$ cat config.mk
export PLATFORM = sky130hd
export DESIGN_NAME = fetch_sequencer_flat
export DESIGN_NICKNAME = d
export VERILOG_FILES = /design/src/rtl/fetch_sequencer_if.sv /design/src/rtl/fetch_sequencer.sv /design/src/flat_wrapper.sv
export SDC_FILE = /design/constraint.sdc
export NUM_CORES = 1
export LEC_CHECK = 0
export CORE_ASPECT_RATIO = 0.75
export CORE_MARGIN = 2
export CORE_UTILIZATION = 65
export DETAILED_ROUTE_END_ITERATION = 8
export DONT_BUFFER_PORTS = 1
export PLACE_DENSITY = 0.81
export SKIP_CTS_REPAIR_TIMING = 1
export SYNTH_ARGS = -nofsm -noshare
export SYNTH_HDL_FRONTEND = slang
export SYNTH_SLANG_ARGS = --single-unit
$ cat constraint.sdc
create_clock -name clk -period 16.1 [get_ports clk]
set_input_delay 4.83 -clock clk [delete_from_list [all_inputs] [get_ports clk]]
set_output_delay 4.83 -clock clk [all_outputs]
set_load 0.02 [all_outputs]
$ cat src/rtl/fetch_sequencer_if.sv
// Fetch/execute handshake bundle between the sequencer, instruction memory and datapath.
interface fetch_sequencer_if #(
  parameter int unsigned XLEN = 64
);
  logic            imem_req;
  logic [XLEN-1:0] imem_addr;
  logic            imem_ack;
  logic [31:0]     imem_rdata;
  logic            instr_valid;
  logic [31:0]     instr;
  logic            exec_done;
  logic            branch;
  logic            zero;
  logic [XLEN-1:0] imm;
  logic            halt_req;

  modport master (
    output imem_req, imem_addr, instr_valid, instr,
    input  imem_ack, imem_rdata, exec_done, branch, zero, imm, halt_req
  );

  modport slave (
    input  imem_req, imem_addr, instr_valid, instr,
    output imem_ack, imem_rdata, exec_done, branch, zero, imm, halt_req
  );
endinterface

$ cat src/rtl/fetch_sequencer.sv
// PC owner: fetches from variable-latency imem, hands instructions to the datapath,
// advances the PC on completion and stops on halt, fetch timeout or misaligned target.
module fetch_sequencer #(
  parameter int unsigned     XLEN          = 64,
  parameter logic [XLEN-1:0] RESET_PC      = '0,
  parameter int unsigned     FETCH_TIMEOUT = 16
) (
  input  logic                clk,
  input  logic                rst,
  input  logic                start,
  fetch_sequencer_if.master   bus,
  output logic [XLEN-1:0]     pc,
  output logic [31:0]         retired,
  output logic                halted,
  output logic [1:0]          fault
);

  localparam int unsigned     CNT_W    = (FETCH_TIMEOUT < 2) ? 1 : $clog2(FETCH_TIMEOUT);
  localparam logic [CNT_W-1:0] CNT_LAST = CNT_W'(FETCH_TIMEOUT - 1);

  localparam logic [1:0] FAULT_NONE    = 2'd0;
  localparam logic [1:0] FAULT_TIMEOUT = 2'd1;
  localparam logic [1:0] FAULT_ALIGN   = 2'd2;

  typedef enum logic [1:0] {
    IDLE  = 2'd0,
    FETCH = 2'd1,
    EXEC  = 2'd2,
    HALT  = 2'd3
  } state_t;

  state_t           state;
  logic [CNT_W-1:0] wait_cnt;
  logic [XLEN-1:0]  next_pc;

  // Candidate PC after the current instruction; wraps modulo 2^XLEN.
  assign next_pc = (bus.branch && bus.zero) ? pc + bus.imm : pc + XLEN'(4);

  always_ff @(posedge clk or posedge rst) begin
    if (rst) begin
      state           <= IDLE;
      pc              <= RESET_PC;
      bus.imem_req    <= 1'b0;
      bus.imem_addr   <= RESET_PC;
      bus.instr_valid <= 1'b0;
      bus.instr       <= 32'h0;
      retired         <= 32'h0;
      halted          <= 1'b0;
      fault           <= FAULT_NONE;
      wait_cnt        <= '0;
    end else begin
      case (state)
        IDLE: begin
          if (start) begin
            state         <= FETCH;
            bus.imem_req  <= 1'b1;
            bus.imem_addr <= pc;
          end
        end

        // Ack beats the timeout when both land on the same edge.
        FETCH: begin
          if (bus.imem_ack) begin
            state           <= EXEC;
            bus.instr       <= bus.imem_rdata;
            bus.imem_req    <= 1'b0;
            bus.instr_valid <= 1'b1;
            wait_cnt        <= '0;
          end else if (wait_cnt == CNT_LAST) begin
            state        <= HALT;
            bus.imem_req <= 1'b0;
            halted       <= 1'b1;
            fault        <= FAULT_TIMEOUT;
          end else begin
            wait_cnt <= wait_cnt + CNT_W'(1);
          end
        end

        // A misaligned target faults before retire, even on a halt instruction.
        EXEC: begin
          if (bus.exec_done) begin
            bus.instr_valid <= 1'b0;
            if (next_pc[1:0] != 2'b00) begin
              state  <= HALT;
              halted <= 1'b1;
              fault  <= FAULT_ALIGN;
            end else begin
              pc      <= next_pc;
              retired <= retired + 32'd1;
              if (bus.halt_req) begin
                state  <= HALT;
                halted <= 1'b1;
              end else begin
                state         <= FETCH;
                bus.imem_req  <= 1'b1;
                bus.imem_addr <= next_pc;
              end
            end
          end
        end

        HALT: begin
          state <= HALT;
        end

        default: begin
          state <= IDLE;
        end
      endcase
    end
  end

endmodule

$ cat src/flat_wrapper.sv
// flat-port wrapper written by rule: the top's interface ports become plain ports
module fetch_sequencer_flat 
#(
  parameter int unsigned     XLEN          = 64,
  parameter logic [XLEN-1:0] RESET_PC      = '0,
  parameter int unsigned     FETCH_TIMEOUT = 16
)
  (clk, rst, start, pc, retired, halted, fault, bus_imem_req, bus_imem_addr, bus_instr_valid, bus_instr, bus_imem_ack, bus_imem_rdata, bus_exec_done, bus_branch, bus_zero, bus_imm, bus_halt_req);
  fetch_sequencer_if #(.XLEN(XLEN)) bus_i ();
  input  logic clk;
  input  logic rst;
  input  logic start;
  output logic [XLEN-1:0] pc;
  output logic [31:0] retired;
  output logic halted;
  output logic [1:0] fault;
  output wire logic [$bits(bus_i.imem_req)-1:0] bus_imem_req;
  output wire logic [$bits(bus_i.imem_addr)-1:0] bus_imem_addr;
  output wire logic [$bits(bus_i.instr_valid)-1:0] bus_instr_valid;
  output wire logic [$bits(bus_i.instr)-1:0] bus_instr;
  input wire logic [$bits(bus_i.imem_ack)-1:0] bus_imem_ack;
  input wire logic [$bits(bus_i.imem_rdata)-1:0] bus_imem_rdata;
  input wire logic [$bits(bus_i.exec_done)-1:0] bus_exec_done;
  input wire logic [$bits(bus_i.branch)-1:0] bus_branch;
  input wire logic [$bits(bus_i.zero)-1:0] bus_zero;
  input wire logic [$bits(bus_i.imm)-1:0] bus_imm;
  input wire logic [$bits(bus_i.halt_req)-1:0] bus_halt_req;
  assign bus_imem_req = bus_i.imem_req;
  assign bus_imem_addr = bus_i.imem_addr;
  assign bus_instr_valid = bus_i.instr_valid;
  assign bus_instr = bus_i.instr;
  assign bus_i.imem_ack = bus_imem_ack;
  assign bus_i.imem_rdata = bus_imem_rdata;
  assign bus_i.exec_done = bus_exec_done;
  assign bus_i.branch = bus_branch;
  assign bus_i.zero = bus_zero;
  assign bus_i.imm = bus_imm;
  assign bus_i.halt_req = bus_halt_req;
  fetch_sequencer #(.XLEN(XLEN), .RESET_PC(RESET_PC), .FETCH_TIMEOUT(FETCH_TIMEOUT)) u_core (.clk(clk), .rst(rst), .start(start), .bus(bus_i), .pc(pc), .retired(retired), .halted(halted), .fault(fault));
endmodule
Yosys cells after proc, flatten, opt, wreduce, memory -nomap -nowiden:

Cells that the tools add are included.

* input port bits: 104
* flip-flop bits (word level): 203

* reduce and logical (&&, ||, !) cells: 15
* eq/ne operators: 15
* mux-type cells: 36
* bitwise operators: 1
* add/subtract/negate cells: 4

Operators with widths (number)
* $mux W64: 5
* $pmux W64 S2: 1
* $add A64 B3 Y64 const B: 1
* $add A64 B64 Y64: 1
* $add A32 B1 Y32 const B: 1
* $mux W2: 10
* $reduce_and A5 Y1: 3
* $ne A2 B2 Y1 const B: 7
* $mux W1: 13
* $reduce_and A3 Y1: 3
* $mux W4: 2
* $pmux W2 S4: 1
* $ne A3 B2 Y1 const B: 2
* $reduce_and A6 Y1: 1
* $reduce_bool A2 Y1: 3
* $add A4 B1 Y4 const B: 1
* $eq A2 B2 Y1 const B: 2
* $eq A4 B4 Y1 const B: 1
* $ne A2 B1 Y1 const B: 2
* $pmux W1 S2: 2
* $pmux W2 S2: 1
* $reduce_and A2 Y1: 2
* $pmux W1 S3: 1
* $reduce_bool A3 Y1: 1
* 4 further kinds: 4

Depth between registers and ports, before layout:

* depth in word-level cells: 6
* gate-level depth with buffers: 13
* gate-level depth less buffers: 12

Worst setup path before layout:

No wires, ideal clock.

* path type: input to register
* start: in bus_imm[0]
* end: reg u_core.retired[29]
* buffers on the path: 0
* slack: 8.424 ns
* setup time: 0.129 ns
* data required time: 15.971 ns
* data arrival time: 7.547 ns
* cell stages on the path: 12
* cell sequence: ha_1 -> fa_1 -> nand4bb_1 -> a21oi_2 -> nand4_1 -> nor3_1 -> nand2_1 -> nor2_1 -> nand4_1 -> nor3_1 -> nand3_1 -> xnor2_1

* word-level cells in the longest chain between the ends: 5

Ends and longest elaborated chain
* start, declared: line flat_wrapper.sv:26 `input wire logic [$bits(bus_i.imm)-1:0] bus_imm;`
* $add A64 B64 Y64: line fetch_sequencer.sv:37 `assign next_pc = (bus.branch && bus.zero) ? pc + bus.imm : pc + XLEN'(4);`
* $mux W64: line fetch_sequencer.sv:37
* $reduce_bool A2 Y1: line fetch_sequencer.sv:83 `if (next_pc[1:0] != 2'b00) begin`
* $not A1 Y1 (no line)
* $reduce_and A3 Y1 (no line)
* end signal, assigned: line fetch_sequencer.sv:89 `retired <= retired + 32'd1;`
* end, declared: line fetch_sequencer.sv:13 `output logic [31:0] retired,`

No other way between the ends.
A chain may end at the register's enable or synchronous reset.

Final worst setup path:

* start: in bus_imm[0]
* end: reg u_core.bus.imem_addr[46]

* word-level cells in the longest chain between the ends: 6

Ends and longest elaborated chain
* $add A64 B64 Y64 *: line fetch_sequencer.sv:37
* $mux W64 *: line fetch_sequencer.sv:37
* $mux W64: line fetch_sequencer.sv:90 `if (bus.halt_req) begin`
* $mux W64: line fetch_sequencer.sv:83
* $mux W64: line fetch_sequencer.sv:81 `if (bus.exec_done) begin`
* $pmux W64 S2: line fetch_sequencer.sv:52 `case (state)`
* end signal, assigned: line fetch_sequencer.sv:57 `bus.imem_addr <= pc;`
* end signal, assigned: line fetch_sequencer.sv:96 `bus.imem_addr <= next_pc;`
* end, declared: line fetch_sequencer_if.sv:18 `output imem_req, imem_addr, instr_valid, instr,`

Every way passes the cells marked *; elsewhere a longest branch is shown, timed or not. The select of a mux whose other input is x is not followed.

==> flow_metrics.tcl <==
set metrics [dict create \
    ys_types 69 \
    drv_cap 0 \
    yosysTopAreaCellShare 0.368 \
    clk_path_buf_depth 3 \
    clk_pin_slew_worst_paths_ns 0.06 \
    yosysMostFrequentCell "nand2_1" \
    ant_nets 0 \
    netlist_top_cells_count "nand2_1, dfrtp_1, a21oi_1, nor2_1, o21ai_0" \
    hold_ws_ns 0.558 \
    min_from "u_core.wait_cnt[3]" \
    ys_seq_area_frac 0.368 \
    gp_congestion 0.959 \
    antenna_found_initial 0 \
    cts_tree "yes" \
    comb_power_share 0.346 \
    synth_area_mm2 0.0138 \
    synth_area_leaders "dfrtp_1, nand2_1, ha_1" \
    crit_fanout 32 \
    seq_power_share 0.436 \
    drive_gt1_frac 0.0694 \
    finalMaxSlewViolations 0 \
    overflow 0 \
    grt_pass1_vias 11400 \
    skew_ns 0.00708 \
    startpoint_type "primary input" \
    die_w_um 172 \
    htreeDepth 1 \
    numCtsBuffers 21 \
    initial_core_util 0.658 \
    finalPower_mw 2.42 \
    vias_per_cell 6.60 \
    fin_crit_ns 7.94 \
    post-dp-hpwl_um 28500 \
    synth_top_cell_by_area "dfrtp_1" \
    num_rows 46 \
    synth_ff_type "dfrtp_1" \
    worst_ep_arrival_time_ns 8.27 \
    wirelength_um 39700 \
    min_period_over_period 0.493 \
    clk_latency_ns 0.50 \
    status "complete, no violations" \
    wire_per_inst_um 21.0 \
    end_kind "flop" \
    p_int_mw 1.33 \
    clock-sinks 203 \
    yosysWarningCount 0 \
    core_mm2 0.0210 \
    leakage_nw 6.30 \
    tns_ns 0 \
    pin_count 301 \
    worstMarginPinSlew_ns 1.17 \
    fmax_ghz 0.126 \
    peakVddDrop_mv 0.117 \
    synthCells 1646 \
    root_buffer "clkbuf_16" \
    final_area_mm2 0.0146 \
    placed_area_mm2 0.0139 \
    antenna_cells 0 \
    io_buffers 0 \
    drtIter0Drc 1208 \
    area_delta_synth_final_pct 6.07 \
    synth_fp_nets 1817 \
    min_path_type "flop to flop" \
    worstSetupPathType "primary input to flop" \
    rsz0062_at_grt "no" \
    critPathLaunch "bus_imm[0]" \
    r2r-start "u_core.pc[0]" \
    vias 12400 \
    clockPowerShare 0.218 \
    grt_pass1_wl_um 61300 \
    final_nets 1756 \
    synth.avg_cell_area_um2 8.38 \
    grt_start_max_net_pins 128 \
    p_switching_mw 1.09 \
    hold_viol 0 \
    die_h_um 130 \
    drcViolationCount 0 \
    async_flop_share 1.00 \
    synth_edf_count 0 \
    track_usage 0.343 \
    firstDrtPassIters 7 \
    cp_data_required_time_ns 16.44 \
    p_per_area_mw_per_mm2 165 \
    max_slew_margin 0.217 \
    swShare 0.452 \
    die_area_mm2 0.0224 \
    setup_viol 0 \
    synth_seq_cells 203 \
]
logic make-up (layout without fill, tap and decap cells):
| group | after synthesis | after routing | share of synthesized area |
|---|---|---|---|
| adders and majority gates | 67 | 67 | 0.0613 |
| AOI/OAI and AO/OA | 480 | 480 | 0.217 |
| and+or+nand+nor | 582 | 582 | 0.193 |
| muxes | 44 | 44 | 0.0353 |
| DFF | 203 | 203 | 0.368 |
| buffers and inverters | 128 | 81 | 0.0353 |
| xor gates and xnor gates | 142 | 142 | 0.0902 |
placed cells by master (no fill, tap or decap), types with 57 or more instances in the layout:
cell	instances
a21oi_1	152
dfrtp_1	203
ha_1	66
nand2_1	221
nand3_1	58
nand4_1	57
nor2_1	149
o21ai_0	133
xnor2_1	84
xor2_1	58
worst max-delay path, stage by stage:
cell       delay [ns]
ha_1             0.21
fa_1             0.47
nand4bb_1        0.27
and2_1           0.22
nor2_1           0.12
nand2_1          0.12
mux2_2           0.30
nor2_2           0.08
buf_4            0.39
nand2_1          0.73
a211oi_1         0.44
a311oi_1         0.08
layout make-up:
cell class | instances | area, um2
multi-input cells | 1315 | 8240
fillers | 1728 | 6320
flip-flops and latches | 203 | 5080
clock buffers | 30 | 599
well taps | 288 | 360
clock inverters | 7 | 138
inverters | 34 | 135
repair buffers | 10 | 75.1
stage by stage:
stage / worst slack, ns / util / cells
detailed placement: 7.77 / 0.663 / 1850
global placement: 7.90 / 0.663 / 1850
finish: 8.16 / 0.698 / 1887
floorplan: 5.73 / - / 1646
global route: 7.90 / 0.698 / 1887
CTS: 8.24 / 0.698 / 1887
final timing paths:
check	to	slack (ns)	cells past startpoint
setup / recovery	u_core.bus.imem_addr[46]	8.16	12
hold / removal	u_core.wait_cnt[3]	0.56	2
setup reg to reg	u_core.bus.imem_addr[46]	11.93	12
hold reg to reg	u_core.wait_cnt[3]	0.56	2
max in group asynchronous	u_core.pc[22]	10.23	2
min in group asynchronous	u_core.bus.instr[6]	4.36	1
sequential cells by signal, summed over array words and instances, names as in the netlist, 2 cells and up:
signal and cells:
u_core.bus.imem_addr 64, u_core.pc 64, u_core.bus.instr 32, u_core.retired 32
u_core.wait_cnt 4, u_core.fault 2, u_core.state 2
power by group through the flow:
stage	Sequential [mW]	Combinational, mW	Clock, mW
final	1.05	0.837	0.528
after global routing	1.08	0.935	0.552
after CTS	1.05	0.822	0.531
after detailed placement	1.06	0.816	0
after global placement	1.05	0.796	0
after floorplan	0.979	0.664	0
layer usage:
layer | vias up | wire length (um) | part of all wire | track usage
met2 | 558 | 17200 | 0.43 | 0.525
li1 | 5793 | - | - | -
met4 | 0 | 719 | 0.018 | 0.0672
met5 | - | 0 | 0 | 0
met3 | 53 | 4080 | 0.10 | 0.0886
met1 | 6043 | 17600 | 0.44 | 0.495
No activity file was read; power rests on OpenSTA's default activity.
